[src/rtl/serial_adder_8_pkg.sv]
// Shared definitions for the bit-serial adder.
//   state_t        : FSM encoding (IDLE=0, RUN=1)
//   DEFAULT_WIDTH  : default operand width
//   result_w()     : width of the result bus for a given operand width
package serial_adder_8_pkg;

  typedef enum logic {
    IDLE = 1'b0,
    RUN  = 1'b1
  } state_t;

  localparam int DEFAULT_WIDTH = 8;

  // The result bus is twice the operand width so it lines up with the
  // serial subtractor's result format; the upper half is always zero.
  function automatic int result_w(input int width);
    return 2 * width;
  endfunction

endpackage

[src/rtl/serial_adder_8_if.sv]
// Handshake/operand bus for the bit-serial adder.
//   start, add_x, add_y, carry_in : request side (master drives)
//   busy, done, sum, carry_out    : response side (slave drives)
// Modports: master (requester / testbench), slave (adder).
interface serial_adder_8_if
  import serial_adder_8_pkg::*;
#(
  parameter int WIDTH = DEFAULT_WIDTH
);

  logic                         start;
  logic [WIDTH-1:0]             add_x;
  logic [WIDTH-1:0]             add_y;
  logic                         carry_in;
  logic                         busy;
  logic                         done;
  logic [result_w(WIDTH)-1:0]   sum;
  logic                         carry_out;

  modport master (
    output start, add_x, add_y, carry_in,
    input  busy, done, sum, carry_out
  );

  modport slave (
    input  start, add_x, add_y, carry_in,
    output busy, done, sum, carry_out
  );

endinterface

[src/rtl/serial_adder_8_full_adder.sv]
// Single-bit full adder cell used by the serial datapath.
//   x, y, carry_in : addend bits and incoming carry
//   sum            : x ^ y ^ carry_in
//   carry_out      : majority(x, y, carry_in)
module full_adder (
  output logic sum,
  output logic carry_out,
  input  logic x,
  input  logic y,
  input  logic carry_in
);

  assign sum       = x ^ y ^ carry_in;
  assign carry_out = (x & y) | (x & carry_in) | (y & carry_in);

endmodule

[src/rtl/serial_adder_8.sv]
// Bit-serial ripple adder: X + Y + carry_in, one bit per clock, LSB first,
// through one full-adder cell and a carry flop.
//   clk    : system clock, rising edge
//   rst_n  : asynchronous active-low reset
//   bus    : serial_adder_8_if.slave
//            start/add_x/add_y/carry_in in, busy/done/sum/carry_out out
// A start seen in IDLE latches the operands; WIDTH edges later done pulses
// for one cycle with sum/carry_out updated. All outputs are registered.
module serial_adder_8
  import serial_adder_8_pkg::*;
#(
  parameter int WIDTH = DEFAULT_WIDTH
) (
  input  logic             clk,
  input  logic             rst_n,
  serial_adder_8_if.slave  bus
);

  localparam int CNT_W = $clog2(WIDTH + 1);
  localparam int RES_W = result_w(WIDTH);

  state_t             state_q, state_d;
  logic [WIDTH-1:0]   x_q, x_d;
  logic [WIDTH-1:0]   y_q, y_d;
  logic               c_q, c_d;
  // Holds the WIDTH-1 most recent sum bits; the bit produced in the
  // current cycle is concatenated on top to form the full result.
  logic [WIDTH-2:0]   res_q, res_d;
  logic [CNT_W-1:0]   cnt_q, cnt_d;
  logic [RES_W-1:0]   sum_q, sum_d;
  logic               cout_q, cout_d;
  logic               done_q, done_d;

  logic               fa_sum;
  logic               fa_cout;
  logic [WIDTH-1:0]   res_full;

  full_adder u_fa (
    .sum       (fa_sum),
    .carry_out (fa_cout),
    .x         (x_q[0]),
    .y         (y_q[0]),
    .carry_in  (c_q)
  );

  // Result register after this cycle's shift, including the new bit.
  assign res_full = {fa_sum, res_q};

  always_ff @(posedge clk or negedge rst_n) begin
    if (!rst_n) begin
      state_q <= IDLE;
      x_q     <= '0;
      y_q     <= '0;
      c_q     <= 1'b0;
      res_q   <= '0;
      cnt_q   <= '0;
      sum_q   <= '0;
      cout_q  <= 1'b0;
      done_q  <= 1'b0;
    end else begin
      state_q <= state_d;
      x_q     <= x_d;
      y_q     <= y_d;
      c_q     <= c_d;
      res_q   <= res_d;
      cnt_q   <= cnt_d;
      sum_q   <= sum_d;
      cout_q  <= cout_d;
      done_q  <= done_d;
    end
  end

  always_comb begin
    state_d = state_q;
    x_d     = x_q;
    y_d     = y_q;
    c_d     = c_q;
    res_d   = res_q;
    cnt_d   = cnt_q;
    sum_d   = sum_q;
    cout_d  = cout_q;
    done_d  = 1'b0;

    case (state_q)
      IDLE: begin
        if (bus.start) begin
          x_d     = bus.add_x;
          y_d     = bus.add_y;
          c_d     = bus.carry_in;
          res_d   = '0;
          cnt_d   = '0;
          state_d = RUN;
        end
      end

      RUN: begin
        x_d   = {1'b0, x_q[WIDTH-1:1]};
        y_d   = {1'b0, y_q[WIDTH-1:1]};
        c_d   = fa_cout;
        res_d = res_full[WIDTH-1:1];
        cnt_d = cnt_q + CNT_W'(1);
        // This edge produces the last bit: publish the whole result at
        // once so sum never exposes a partially shifted value.
        if (cnt_q == CNT_W'(WIDTH - 1)) begin
          sum_d   = {{WIDTH{1'b0}}, res_full};
          cout_d  = fa_cout;
          done_d  = 1'b1;
          state_d = IDLE;
        end
      end

      default: state_d = IDLE;
    endcase
  end

  assign bus.busy      = (state_q == RUN);
  assign bus.done      = done_q;
  assign bus.sum       = sum_q;
  assign bus.carry_out = cout_q;

endmodule

[src/flat_wrapper.sv]
// flat-port wrapper written by rule: the top's interface ports become plain ports
module serial_adder_8_flat import serial_adder_8_pkg::*;
#(
  parameter int WIDTH = DEFAULT_WIDTH
)
  (clk, rst_n, bus_start, bus_add_x, bus_add_y, bus_carry_in, bus_busy, bus_done, bus_sum, bus_carry_out);
  serial_adder_8_if #(.WIDTH(WIDTH)) bus_i ();
  input  logic clk;
  input  logic rst_n;
  input wire logic [$bits(bus_i.start)-1:0] bus_start;
  input wire logic [$bits(bus_i.add_x)-1:0] bus_add_x;
  input wire logic [$bits(bus_i.add_y)-1:0] bus_add_y;
  input wire logic [$bits(bus_i.carry_in)-1:0] bus_carry_in;
  output wire logic [$bits(bus_i.busy)-1:0] bus_busy;
  output wire logic [$bits(bus_i.done)-1:0] bus_done;
  output wire logic [$bits(bus_i.sum)-1:0] bus_sum;
  output wire logic [$bits(bus_i.carry_out)-1:0] bus_carry_out;
  assign bus_i.start = bus_start;
  assign bus_i.add_x = bus_add_x;
  assign bus_i.add_y = bus_add_y;
  assign bus_i.carry_in = bus_carry_in;
  assign bus_busy = bus_i.busy;
  assign bus_done = bus_i.done;
  assign bus_sum = bus_i.sum;
  assign bus_carry_out = bus_i.carry_out;
  serial_adder_8 #(.WIDTH(WIDTH)) u_core (.clk(clk), .rst_n(rst_n), .bus(bus_i));
endmodule
[config.mk]
export PLATFORM = sky130hd
export DESIGN_NAME = serial_adder_8_flat
export DESIGN_NICKNAME = d
export VERILOG_FILES = /design/src/rtl/serial_adder_8_pkg.sv /design/src/rtl/serial_adder_8_if.sv /design/src/rtl/serial_adder_8_full_adder.sv /design/src/rtl/serial_adder_8.sv /design/src/flat_wrapper.sv
export SDC_FILE = /design/constraint.sdc
export NUM_CORES = 1
export LEC_CHECK = 0
export CORE_MARGIN = 5
export CORE_UTILIZATION = 40
export CTS_CLUSTER_SIZE = 30
export DETAILED_ROUTE_END_ITERATION = 10
export GPL_TIMING_DRIVEN = 0
export PLACE_DENSITY = 0.63
export RECOVER_POWER = 25
export SYNTH_ARGS = -nofsm -noshare
export SYNTH_HDL_FRONTEND = slang
export SYNTH_HIERARCHICAL = 1
export SYNTH_SLANG_ARGS = --single-unit
[constraint.sdc]
create_clock -name clk -period 2.1 [get_ports clk]
set_input_delay 0.42 -clock clk [delete_from_list [all_inputs] [get_ports clk]]
set_output_delay 0.42 -clock clk [all_outputs]
set_load 0.005 [all_outputs]
# Yosys cells after proc, flatten, opt, wreduce, memory -nomap -nowiden
# Index checks and enable logic that the tools add are counted.
[totals]
wordCells = 36
output_inout_bits = 19
reg_bits = 39
[op_classes]
n_addsub = 1
n_eq_ne = 2
muxes = 15
reduce_logical = 1
bitwise_logic = 8
[op_table]
columns = ["op", "n"]
rows = [
  ["$pmux W8 S2", 2],
  ["$mux W8", 2],
  ["$pmux W7 S2", 1],
  ["$pmux W4 S2", 1],
  ["$mux W7", 1],
  ["$mux W1", 5],
  ["$add A4 B1 Y4 const B", 1],
  ["$eq A4 B3 Y1 const B", 1],
  ["$mux W4", 1],
  ["$pmux W1 S2", 2],
  ["$and A1 B1 Y1", 3],
  ["$ne A2 B2 Y1 const B", 1],
  ["$or A1 B1 Y1", 2],
  ["$reduce_and A2 Y1", 1],
  ["$xor A1 B1 Y1", 2],
  ["$not A1 Y1", 1],
]

# Logic depth before layout (Yosys ltp)
[logic_depth]
ltp_word = 4
depth_mapped = 4

# By module
# The synthesis kept the hierarchy.
[modules_own_cells]
columns = ["module", "area_per_inst_um2", "n_inst", "cells_per_inst"]
rows = [
  ["serial_adder_8", 1720.4, 1, 148],
  ["full_adder", 20.0, 1, 1],
]

# Least setup slack after synthesis
# No wires, ideal clock.
[synth_path]
path_kind = "reg-to-reg"
from = "register u_core.cnt_q[0]"
to = "register u_core.cout_q (netlist: u_core/bus.carry_out)"
slack_ns = 0.842
setup_time_ns = 0.125
required_time_ns = 1.975
stages_incl_launch_ff = 4
period_less_slack_ns = 1.258
t_arrival_ns = 1.134
n_path_buf = 0
cell_sequence = "dfrtp_1 ha_1 nand4b_4 mux2_2"
[synth_between]
elab_chain_cells = 2
[synth_lines]
columns = ["item", "line_no", "text"]
rows = [
  ["start: declaration", "serial_adder_8.sv:29", "logic [CNT_W-1:0] cnt_q, cnt_d;"],
  ["start signal: assignment", "serial_adder_8.sv:66", "cnt_q <= cnt_d;"],
  ["$eq A4 B3 Y1", "serial_adder_8.sv:104", "if (cnt_q == CNT_W'(WIDTH - 1)) begin"],
  ["$reduce_and A2 Y1 (no source line)", "-", ""],
  ["end signal: assignment", "serial_adder_8.sv:68", "cout_q <= cout_d;"],
  ["end: declaration", "serial_adder_8.sv:31", "logic cout_q, cout_d;"],
]
# Every way passes these cells.
# A chain may end at the register's enable or synchronous reset.

# Worst setup path in the final report
[layout_path]
from = "register u_core.state_q (netlist: u_core/bus.busy)"
to = "output bus_busy"
[layout_lines]
columns = ["item", "line_no", "text"]
rows = [
  ["start: declaration", "serial_adder_8.sv:22", "state_t state_q, state_d;"],
  ["start signal: assignment", "serial_adder_8.sv:61", "state_q <= state_d;"],
  ["end: declaration", "flat_wrapper.sv:14", "output wire logic [$bits(bus_i.busy)-1:0] bus_busy;"],
]
# No word-level cell between the ends.

==> results.toml <==
[global_route]
antenna_found_initial = 0
grt_pass1_wl_mm = 6.04
grt_max_degree = 40
grt_overflow = 0
first_global_vias = 1259
grt_util_all_layers_pct = 12.9

[pwr]
p_leak_nw = 1.07
internal-power_mw = 1.94
p_per_area_nw_per_um2 = 1280
vdd_drop_max_mv = 0.652
p_seq_share_pct = 44.5
power.share.clock_pct = 21.8
comb_power_share_pct = 33.7
swShare_pct = 31.7
p_switching_uw = 902

[die]
die_x_um = 76.0
initial_utilization_pct = 40.5
rows = 24
io_pins = 39
core-area_um2 = 4290
fp.dieArea_um2 = 5770
die_h_um = 76.0

[sta]
worst_slew_pin_slew_ns = 0.947
skew_ns = 0.00603
finalSetupViolCount = 0
slew_viol_final = 0
setup_ws_ns = 0.331
hold_viol_final = 0
final.setup.tns_ns = 0
max-slew-margin-rel_pct = 36.9
fmax_mhz = 565
finalCritPeriodShare_pct = 84.2
period_needed_ns = 1.77
rsz0062_at_grt = "no"

[cells_and_area]
final_cells = 245
area_growth_pct = 28.1
post-route-cell-area_um2 = 2230
final_nets = 214
fillers = 386
drive_gt1_share_pct = 18.1
antenna-diode-count = 0

[clock_tree]
cts_num_sinks = 39
cts_tree = "built"
cts_setup_buffers = 0
clk_pin_slew_ns = 0.08
cts_made_buffers = 5
cts_buffer_depth = 2
h-tree-depth = 2
root_buffer = "clkbuf_8"
hold_buffers = 0
clock_latency_ns = 0.29
cts_resized = 0

[place]
place_area_um2 = 2120
portBuffers = 29
dp_hpwl_mm = 2.52
dp.cells = 237
post-place-ws_ns = 0.643
place_congestion = 0.748

[yosys]
syn_inst = 149
synthSimpleGateAreaFrac_pct = 10.1
seq_area_frac_synth_pct = 56.1
syn_area_per_cell_um2 = 11.7
synthAdderAreaFrac_pct = 1.87
synth.area.mux_share_pct = 16.2
synth-seq-cells = 39
ys_warn_count = 6
synth_top_family_by_area = "multiplexers"
async_flop_share_pct = 100
dominantRegCellSynth = "dfrtp_1"
synth-edff-count = 0
ys_types = 18
synth-compound-area-share_pct = 7.84
synthXorXnorAreaFrac_pct = 1.01
syn_area_um2 = 1740

[status]
status = "completed"

[critical_path]
critPathLaunchType = "register"
cp-startpoint = "u_core/bus.busy"
cp_slowest_cell = "clkdlybuf4s50_1"
path_max_fanout = 8
reg2reg_from = "u_core/cnt_q[0]"
critical_path.endpoint_type = "primary output"
cp_top_family = "buffers and inverters"
path_cells = "clkdlybuf4s50_1"
worstSetupPathType = "register to primary output"
cp_data_arrival_time_ns = 1.35
cpPeakStageDelay_ns = 0.56
path_buf_inv = 1
worstPathRequired_ns = 1.68

[drt]
drt_iter0_markers = 51
firstDrtPassIters = 4
via_per_inst = 4.84
drc_errors = 0
num_vias = 1187
postRouteAntennaNets = 0
wl_per_cell_um = 13.8
wl_mm = 3.39

[worst_hold_path]
holdCritPathClass = "input pin to asynchronous set/reset pin"

[flow_run]
maxCapViolations = 0
## flip-flops by register name, indices dropped and copies added, names as in the netlist
name	count
u_core/bus.sum	8
u_core/x_q	8
u_core/y_q	8
u_core/res_q	7
u_core/cnt_q	4
u_core/bus.busy	1
u_core/bus.carry_out	1
u_core/bus.done	1
u_core/c_q	1
## power groups by stage
stage	sequential [mW]	clock [mW]	combinational, mW
after floorplan	1.23	0	0.615
after global placement	1.26	0	0.940
after detailed placement	1.29	0	0.972
after CTS	1.27	0.637	0.974
after global routing	1.31	0.673	1.07
final	1.26	0.620	0.958
## cell families after synthesis
logic type | count (synthesis)
buffers and inverters | 17
flip-flops | 39
AO/OA/AOI/OAI | 25
multiplexers | 27
other | 1
adder cells (fa/ha/maj) | 2
AND/OR/NAND/NOR | 36
XOR/XNOR | 2
## layer usage
| metal | up-vias | wire length [um] | part of all wire [%] | track usage (%) |
|---|---|---|---|---|
| li1 | 570 | - | - | - |
| met1 | 579 | 1520 | 45 | 16.8 |
| met2 | 33 | 1650 | 49 | 20.6 |
| met3 | 5 | 181 | 5.3 | 3.55 |
| met4 | 0 | 38 | 1.1 | 4.27 |
| met5 | - | 0 | 0 | 0 |
## cells in the final DEF (no fill, tap or decap)
cell type	count
nand2b_1	8
nor2_1	4
nand4b_4	1
conb_1	8
clkinv_2	1
clkinv_4	1
xnor2_1	1
nand3_1	1
clkbuf_8	5
bufinv_16	1
xor2_1	1
inv_1	1
mux2_2	9
dfrtp_1	39
clkdlybuf4s50_1	28
ha_1	1
a22o_1	3
fa_1	1
mux2i_1	18
buf_4	13
clkbuf_2	1
o21ai_0	22
nand2_1	22
buf_2	3
## cell type report
type | instances | area (um2) | area share (%)
tap | 52 | 65.1 | 2.92
clock buffer | 5 | 68.8 | 3.09
clock inverter | 3 | 43.8 | 1.96
multi-input combinational | 100 | 674 | 30.2
sequential | 39 | 976 | 43.8
buffer | 16 | 113 | 5.05
timing repair buffer | 29 | 285 | 12.8
inverter | 1 | 3.75 | 0.168
## synthesized netlist by cell type, types with 3 or more instances
master    number  area (um2)
buf_2          3        15.0
mux2i_1       18         180
nand2_1       22        82.6
dfrtp_1       39         976
buf_4         13        97.6
nor2_1         4        15.0
mux2_2         9         101
nand2b_1       8        50.1
o21ai_0       22         110
a22o_1         3        26.3
## stage by stage
step | utilization, % | power, mW | hold slack [ns]
global route | 51.9 | 3.06 | 0.362
finish | 51.9 | 2.84 | 0.256
global placement | 49.4 | 2.20 | 0.466
floorplan | - | 1.85 | 0.124
detailed placement | 49.3 | 2.26 | 0.469
CTS | 51.9 | 2.88 | 0.260
## worst paths after layout
check	end	slack, ns	cells after the start
max	bus_busy	0.33	1
min	u_core/bus.sum[2]	0.26	1
max reg2reg	u_core/bus.sum[0]	0.74	3
min reg2reg	u_core/x_q[6]	0.49	2
max in group asynchronous	u_core/y_q[5]	1.25	1
min in group clk	u_core/x_q[6]	0.49	2
No activity file was read; power rests on OpenSTA's default activity.
